`src/rtl/stream_demux2_pkg.sv`:
```
// Shared types and route constants for the 1:2 packet-aware stream demux.
package stream_demux_pkg;

  typedef enum logic [1:0] {
    IDLE,
    LOCK_A,
    LOCK_B
  } state_t;

  localparam logic SEL_A = 1'b0;
  localparam logic SEL_B = 1'b1;

  localparam int NUM_OUT = 2;

endpackage

```
`src/rtl/stream_demux2_if.sv`:
```
// Bundle of the input stream, both output streams and the status outputs.
interface stream_demux2_if #(
  parameter int WIDTH = 8,
  parameter int CNT_W = 8
);
  logic             in_valid;
  logic             in_ready;
  logic [WIDTH-1:0] in_data;
  logic             in_last;
  logic             in_sel;

  logic             a_valid;
  logic             a_ready;
  logic [WIDTH-1:0] a_data;
  logic             a_last;

  logic             b_valid;
  logic             b_ready;
  logic [WIDTH-1:0] b_data;
  logic             b_last;

  logic [CNT_W-1:0] a_pkt_cnt;
  logic [CNT_W-1:0] b_pkt_cnt;
  logic             sel_mismatch;

  modport slave (
    input  in_valid, in_data, in_last, in_sel, a_ready, b_ready,
    output in_ready, a_valid, a_data, a_last, b_valid, b_data, b_last,
           a_pkt_cnt, b_pkt_cnt, sel_mismatch
  );

  modport master (
    output in_valid, in_data, in_last, in_sel, a_ready, b_ready,
    input  in_ready, a_valid, a_data, a_last, b_valid, b_data, b_last,
           a_pkt_cnt, b_pkt_cnt, sel_mismatch
  );
endinterface

```
`src/rtl/stream_demux2_slot.sv`:
```
// One-entry output register (valid/data/last) with its completed-packet counter.
module demux_out_slot #(
  parameter int WIDTH = 8,
  parameter int CNT_W = 8
) (
  input  logic             clk,
  input  logic             rst_n,
  input  logic             load,
  input  logic [WIDTH-1:0] din,
  input  logic             lin,
  input  logic             ready,
  output logic             valid,
  output logic [WIDTH-1:0] data,
  output logic             last,
  output logic             free,
  output logic [CNT_W-1:0] pkt_cnt
);

  // Slot can take a beat when empty or when its current beat leaves this cycle.
  assign free = !valid || ready;

  always_ff @(posedge clk) begin
    if (!rst_n) begin
      valid   <= 1'b0;
      data    <= '0;
      last    <= 1'b0;
      pkt_cnt <= '0;
    end else begin
      if (load) begin
        valid <= 1'b1;
        data  <= din;
        last  <= lin;
      end else if (ready) begin
        valid <= 1'b0;
      end
      if (valid && ready && last)
        pkt_cnt <= pkt_cnt + 1'b1;
    end
  end

endmodule

```
`src/rtl/stream_demux2.sv`:
```
// 1:2 valid/ready demux: route chosen on a packet's first beat and held to its last.
module stream_demux2
  import stream_demux_pkg::*;
#(
  parameter int WIDTH = 8,
  parameter int CNT_W = 8
) (
  input logic             clk,
  input logic             rst_n,
  stream_demux2_if.slave  bus
);

  state_t state, state_nxt;
  logic   target;
  logic   acc;
  logic   mismatch_q;

  logic [NUM_OUT-1:0]            load;
  logic [NUM_OUT-1:0]            rdy;
  logic [NUM_OUT-1:0]            vld;
  logic [NUM_OUT-1:0]            lst;
  logic [NUM_OUT-1:0]            free;
  logic [NUM_OUT-1:0][WIDTH-1:0] dat;
  logic [NUM_OUT-1:0][CNT_W-1:0] cnt;

  always_comb begin
    target = bus.in_sel;
    unique case (state)
      LOCK_A:  target = SEL_A;
      LOCK_B:  target = SEL_B;
      default: target = bus.in_sel;
    endcase
  end

  // Only the target slot gates the input; the other output never stalls it.
  assign bus.in_ready = rst_n && free[target];
  assign acc          = bus.in_valid && bus.in_ready;

  assign rdy[SEL_A] = bus.a_ready;
  assign rdy[SEL_B] = bus.b_ready;

  genvar i;
  generate
    for (i = 0; i < NUM_OUT; i++) begin : g_slot
      assign load[i] = acc && (target == i[0]);

      demux_out_slot #(
        .WIDTH (WIDTH),
        .CNT_W (CNT_W)
      ) u_slot (
        .clk     (clk),
        .rst_n   (rst_n),
        .load    (load[i]),
        .din     (bus.in_data),
        .lin     (bus.in_last),
        .ready   (rdy[i]),
        .valid   (vld[i]),
        .data    (dat[i]),
        .last    (lst[i]),
        .free    (free[i]),
        .pkt_cnt (cnt[i])
      );
    end
  endgenerate

  assign bus.a_valid   = vld[SEL_A];
  assign bus.a_data    = dat[SEL_A];
  assign bus.a_last    = lst[SEL_A];
  assign bus.a_pkt_cnt = cnt[SEL_A];
  assign bus.b_valid   = vld[SEL_B];
  assign bus.b_data    = dat[SEL_B];
  assign bus.b_last    = lst[SEL_B];
  assign bus.b_pkt_cnt = cnt[SEL_B];

  always_comb begin
    state_nxt = state;
    if (acc) begin
      unique case (state)
        IDLE:    if (!bus.in_last) state_nxt = (bus.in_sel == SEL_B) ? LOCK_B : LOCK_A;
        LOCK_A,
        LOCK_B:  if (bus.in_last) state_nxt = IDLE;
        default: state_nxt = IDLE;
      endcase
    end
  end

  always_ff @(posedge clk) begin
    if (!rst_n) begin
      state      <= IDLE;
      mismatch_q <= 1'b0;
    end else begin
      state <= state_nxt;
      // Mid-packet select changes are flagged but ignored for routing.
      if (acc && (state != IDLE) && (bus.in_sel != target))
        mismatch_q <= 1'b1;
    end
  end

  assign bus.sel_mismatch = mismatch_q;

endmodule

```
`src/flat_wrapper.sv`:
```
// flat-port wrapper written by rule: the top's interface ports become plain ports
module stream_demux2_flat import stream_demux_pkg::*;
#(
  parameter int WIDTH = 8,
  parameter int CNT_W = 8
)
  (clk, rst_n, bus_in_valid, bus_in_data, bus_in_last, bus_in_sel, bus_a_ready, bus_b_ready, bus_in_ready, bus_a_valid, bus_a_data, bus_a_last, bus_b_valid, bus_b_data, bus_b_last, bus_a_pkt_cnt, bus_b_pkt_cnt, bus_sel_mismatch);
  stream_demux2_if #(.WIDTH(WIDTH), .CNT_W(CNT_W)) bus_i ();
  input logic clk;
  input logic rst_n;
  input wire logic [$bits(bus_i.in_valid)-1:0] bus_in_valid;
  input wire logic [$bits(bus_i.in_data)-1:0] bus_in_data;
  input wire logic [$bits(bus_i.in_last)-1:0] bus_in_last;
  input wire logic [$bits(bus_i.in_sel)-1:0] bus_in_sel;
  input wire logic [$bits(bus_i.a_ready)-1:0] bus_a_ready;
  input wire logic [$bits(bus_i.b_ready)-1:0] bus_b_ready;
  output wire logic [$bits(bus_i.in_ready)-1:0] bus_in_ready;
  output wire logic [$bits(bus_i.a_valid)-1:0] bus_a_valid;
  output wire logic [$bits(bus_i.a_data)-1:0] bus_a_data;
  output wire logic [$bits(bus_i.a_last)-1:0] bus_a_last;
  output wire logic [$bits(bus_i.b_valid)-1:0] bus_b_valid;
  output wire logic [$bits(bus_i.b_data)-1:0] bus_b_data;
  output wire logic [$bits(bus_i.b_last)-1:0] bus_b_last;
  output wire logic [$bits(bus_i.a_pkt_cnt)-1:0] bus_a_pkt_cnt;
  output wire logic [$bits(bus_i.b_pkt_cnt)-1:0] bus_b_pkt_cnt;
  output wire logic [$bits(bus_i.sel_mismatch)-1:0] bus_sel_mismatch;
  assign bus_i.in_valid = bus_in_valid;
  assign bus_i.in_data = bus_in_data;
  assign bus_i.in_last = bus_in_last;
  assign bus_i.in_sel = bus_in_sel;
  assign bus_i.a_ready = bus_a_ready;
  assign bus_i.b_ready = bus_b_ready;
  assign bus_in_ready = bus_i.in_ready;
  assign bus_a_valid = bus_i.a_valid;
  assign bus_a_data = bus_i.a_data;
  assign bus_a_last = bus_i.a_last;
  assign bus_b_valid = bus_i.b_valid;
  assign bus_b_data = bus_i.b_data;
  assign bus_b_last = bus_i.b_last;
  assign bus_a_pkt_cnt = bus_i.a_pkt_cnt;
  assign bus_b_pkt_cnt = bus_i.b_pkt_cnt;
  assign bus_sel_mismatch = bus_i.sel_mismatch;
  stream_demux2 #(.WIDTH(WIDTH), .CNT_W(CNT_W)) u_core (.clk(clk), .rst_n(rst_n), .bus(bus_i));
endmodule
```
`config.mk`:
```
export PLATFORM = sky130hd
export DESIGN_NAME = stream_demux2_flat
export DESIGN_NICKNAME = d
export VERILOG_FILES = /design/src/rtl/stream_demux2_pkg.sv /design/src/rtl/stream_demux2_if.sv /design/src/rtl/stream_demux2_slot.sv /design/src/rtl/stream_demux2.sv /design/src/flat_wrapper.sv
export SDC_FILE = /design/constraint.sdc
export NUM_CORES = 1
export LEC_CHECK = 0
export ABC_CLOCK_PERIOD_IN_PS = 2400
export CELL_PAD_IN_SITES_DETAIL_PLACEMENT = 1
export CELL_PAD_IN_SITES_GLOBAL_PLACEMENT = 1
export CORE_MARGIN = 2
export CORE_UTILIZATION = 35
export DETAILED_ROUTE_END_ITERATION = 6
export PLACE_DENSITY = 0.79
export SETUP_SLACK_MARGIN = 0.02
export SLEW_MARGIN = 20
export SYNTH_ARGS = -nofsm -noshare
export SYNTH_HDL_FRONTEND = slang
export SYNTH_SLANG_ARGS = --single-unit
```
`constraint.sdc`:
```
create_clock -name clk -period 2.4 [get_ports clk]
set_clock_uncertainty 0.05 [all_clocks]
set_input_delay 0.36 -clock clk [delete_from_list [all_inputs] [get_ports clk]]
set_output_delay 0.36 -clock clk [all_outputs]
set_load 0.05 [all_outputs]
```
# Yosys cells after proc, flatten, opt, wreduce, memory -nomap -nowiden
# Index checks and enable logic that the tools add are counted.
# word_totals
ff_bits,39
in_bits,15
output_inout_bits,38
word_cells,50
# classes
n_eq_ne,5
magnitude_cmp,1
bitwise,1
muxes,11
add_sub_neg,2
n_reduce_logical,20
# ops
op,count
$add A8 B1 Y8 const B,2
$logic_and A1 B1 Y1,10
$mux W1,6
$mux W2,3
$reduce_bool A2 Y1,3
$ne A2 B2 Y1 const B,2
$pmux W2 S2,1
$reduce_and A3 Y1,1
$eq A2 B1 Y1 const B,1
$eq A2 B2 Y1 const B,1
$logic_not A1 Y1,2
$logic_not A2 Y1,1
$logic_or A1 B1 Y1,2
$lt A1 B2 Y1 const B,1
$pmux W1 S2,1
$reduce_or A2 Y1,1
$ne A1 B1 Y1,1
$not A1 Y1,1

# Logic depth before layout (Yosys ltp)
# logic_depth
depth_word,8
ltp_mapped,7
ltp_nobuf,6

# Modules after synthesis
# A second synthesis with hierarchy kept.
# hier_totals
cells_unflattened,171
area_unflattened_um2,1692.9
# by_module_without_submodules
module,seq_area_each_um2,instances,area_each_um2,cells_each
demux_out_slot,360.3,2,711.9,72
stream_demux2,60.1,1,269.0,27

# Worst setup path after synthesis
# OpenSTA, ideal clock, no wires.
# synth_path
path_kind,register -> output
startpoint,register u_core.state[1]
endpoint,output bus_in_ready
path_buffers,0
required_time_ns,1.990
slack_ns,0.405
arrival_time_ns,1.585
stages_incl_launch_ff,6
path_cell_list,dfxtp_1 inv_1 ha_1 mux2i_2 mux2i_1 and2_1
# synth_via
elab_chain_cells,5
# synth_rtl
item,line_no,rtl
from (decl),stream_demux2.sv:13,"state_t state, state_nxt;"
from (signal assigned),stream_demux2.sv:92,state <= state_nxt;
$eq A2 B2 Y1 or $eq A2 B1 Y1 (tied branches),stream_demux2.sv:28,unique case (state)
$pmux W1 S2 *,stream_demux2.sv:28,
$mux W1 (not written as such) * (2 in a row),stream_demux2.sv:36,assign bus.in_ready = rst_n && free[target];
$logic_and A1 B1 Y1 *,stream_demux2.sv:36,
to (decl),flat_wrapper.sv:17,output wire logic [$bits(bus_i.in_ready)-1:0] bus_in_ready;
# Mark *: on every way between the ends. The rest lies on a longest branch, timed or not. The select of a mux whose other input is x is not followed.

# Worst setup path in the final report
# layout_path
startpoint,register u_core.state[0]
endpoint,output bus_in_ready
# The elaborated chain is that of the path after synthesis.

==> metrics.yaml <==
drv_slew: 0
setup_tns_ns: 0
synth_top_area_share_pct: 45.15
r2r_end: "u_core.g_slot[0].u_slot.data[1]$_SDFFE_PN0P_"
clock_latency_ns: 0.29
cp-end-kind: "primary output"
cts_tree: "yes"
powerDensity_nw_per_um2: 535.7
syn-instance-count: 168
endpoint: "bus_in_ready"
period_share_pct: 91.89
syn_to_final_growth_pct: 43.20
dp_hpwl_um: 2689
maxSlewHeadroom_pct: 65.09
die_height_um: 74.29
critPathMaxFanout: 3
rsz0062_at_grt: "no"
vias: 1394
io_buffers: 52
path_clk_slew_ns: 0.07
htreeDepth: 2
fin_area_um2: 2476
synth_nets: 187
worstMarginPinSlew_ns: 0.5220
place_area_um2: 2349
io-pin-count: 53
critPathKind: "reg -> out"
ff2ff_setup_slack_ns: 0.35
first_iter_violations: 44
layoutNonFillerInstCount: 295
arrival_ns: 1.80
routabilityCongestion: 0.7350
fp.dieArea_um2: 5519
avgSynthCellArea_um2: 10.29
wire_per_inst_um: 13.07
synthTopCellsByArea: "dfxtp_1 45%, mux2i_1 14%, nor2b_1 8.7%, xnor2_1 5.6%, and2_1 4.0%"
drive_gt1_share_pct: 8.772
ys_seq_elements: 39
period_minus_slack_ns: 2.205
root_buffer: "clkbuf_8"
r2r-start: "u_core.state[0]$_SDFFE_PN0P_"
antenna_found_initial: 0
synth.distinct_cells: 26
vias_per_cell: 4.725
drc: 0
dp.cells: 285
yosysTopAreaCell: "dfxtp_1"
layout.nets: 246
timing.final.hold_violations: 0
power.net_switching_uw: 362.3
core_area_um2: 4755
wirelength_um: 3856
ys_warn_count: 0
p_seq_share_pct: 50.8
grt_pass1_vias: 1385
dr.pass1.iters: 4
cts.sinks: 39
clkPwrFrac_pct: 33.3
combPwrFrac_pct: 15.9
netSwitchingFraction_pct: 27.32
nFillCells: 538
die_x_um: 74.29
final_cell_mix: "51 x clkdlybuf4s50_1, 39 x dfxtp_1, 24 x nor2b_1, 24 x mux2i_1"
internal_power_uw: 964.1
grt_pass1_wl_um: 6465
start_util_pct: 36.37
diodes: 0
reg2reg_depth: 8
fmax_mhz: 453.4
grt_max_degree: 42
worst_setup_path_start_kind: "flop"
holdBufCountCts: 0
cap_violations: 0
ys_seq_area_share_pct: 45.15
status: "complete, no violations"
grt.total_usage_pct: 15.09
hold_path.class: "reg -> reg"
globalRouteOverflowTotal: 0
ant_nets: 0
final_common_cell: "clkdlybuf4s50_1"
required_ns: 1.99
rows: 25
syn-cell-area_um2: 1729
ir_drop_mv: 0.2648
numCtsBuffers: 5
p_leak_nw: 0.8620
p_total_mw: 1.326
startpoint: "u_core.state[0]$_SDFFE_PN0P_"
finalSetupViolCount: 0
clockBufferDepth: 2
==> per-stage QoR <==
stage               utilization, %  setup slack [ns]  hold slack (ns)
global route                 52.08           0.09658           0.4467
global placement             49.39            0.3436           0.3868
floorplan                        -            0.4045           0.3881
CTS                          51.26           0.05038           0.4191
finish                       52.08            0.1947           0.4107
detailed placement           49.39            0.2964           0.4050
==> worst max-delay path, stage by stage (launching register included) <==
cell and delay [ns]:
dfxtp_1 0.34, inv_1 0.09, ha_4 0.30, mux2i_4 0.26
mux2i_1 0.22, and2_4 0.17, buf_12 0.13
==> layout make-up <==
type,instances,area (µm²),area share [%]
clock inverter,3,20.02,0.8085
tap,67,83.83,3.386
sequential,39,780.7,31.53
inverter,5,18.77,0.7580
clock buffer,5,68.82,2.779
timing repair buffer,58,588.1,23.75
multi-input combinational,118,915.9,36.99
==> power by group through the flow <==
stage               sequential [mW]  clock [mW]  combinational (mW)
floorplan                     0.734           0              0.0739
global placement              0.688           0               0.196
detailed placement            0.688           0               0.198
CTS                           0.674       0.458               0.200
global route                  0.676       0.487               0.226
finish                        0.673       0.442               0.211
==> synthesized netlist by cell type <==
library cell	instances
a21boi_0	2
a21boi_1	1
and2_1	11
and4_1	2
buf_6	2
clkbuf_1	4
dfxtp_1	39
ha_1	4
inv_1	5
mux2i_1	24
mux2i_2	1
nand2_1	3
nand3_1	11
nand3b_1	1
nand4_1	6
nor2b_1	24
nor3_1	4
nor3_2	1
nor3b_1	1
nor3b_4	1
o21a_1	2
o21ai_0	3
o21ai_1	1
or3_1	2
xnor2_1	11
xor2_1	2
==> how the worst min path moves through the flow <==
| stage | from | endpoint | slack (ns) | depth (start not counted) |
|---|---|---|---|---|
| 6_report | u_core.bus.sel_mismatch$_SDFFE_PN0P_ | u_core.bus.sel_mismatch$_SDFFE_PN0P_ | 0.41 | 2 |
| 5_1_grt | u_core.bus.sel_mismatch$_SDFFE_PN0P_ | u_core.bus.sel_mismatch$_SDFFE_PN0P_ | 0.45 | 2 |
| 4_1_cts | u_core.bus.sel_mismatch$_SDFFE_PN0P_ | u_core.bus.sel_mismatch$_SDFFE_PN0P_ | 0.42 | 2 |
| 3_5_place_dp | u_core.bus.sel_mismatch$_SDFFE_PN0P_ | u_core.bus.sel_mismatch$_SDFFE_PN0P_ | 0.41 | 2 |
| 3_3_place_gp | u_core.bus.sel_mismatch$_SDFFE_PN0P_ | u_core.bus.sel_mismatch$_SDFFE_PN0P_ | 0.39 | 2 |
| 2_1_floorplan | u_core.state[0]$_SDFFE_PN0P_ | u_core.state[0]$_SDFFE_PN0P_ | 0.39 | 2 |
==> repair_timing <==
item                       CTS  global route
setup endpoints to repair    0             1
resized for setup            0             4
buffers inserted             0             2
==> registers in the layout, summed over array words and instances, names as in the netlist <==
register                      cells
u_core.bus.sel_mismatch           1
u_core.g_slot.u_slot.data        16
u_core.g_slot.u_slot.last         2
u_core.g_slot.u_slot.pkt_cnt     16
u_core.g_slot.u_slot.valid        2
u_core.state                      2
==> routing by layer <==
| layer | vias to the layer above | track usage [%] | share of wire (%) |
|---|---|---|---|
| li1 | 687 | - | - |
| met1 | 667 | 18.83 | 45 |
| met2 | 35 | 24.40 | 48 |
| met3 | 5 | 4.743 | 5.6 |
| met4 | 0 | 5.952 | 1.3 |
| met5 | - | 0 | 0 |
==> cells by family after synthesis <==
logic type / Yosys count / synth area share [%]
xor+xnor: 13 / 6.585
mux: 25 / 14.69
flops: 39 / 45.15
buf+inv: 11 / 3.256
fa+ha+maj: 4 / 2.894
simple gates: 67 / 24.10
compound gates: 9 / 3.328
No activity file was read; power rests on OpenSTA's default activity.
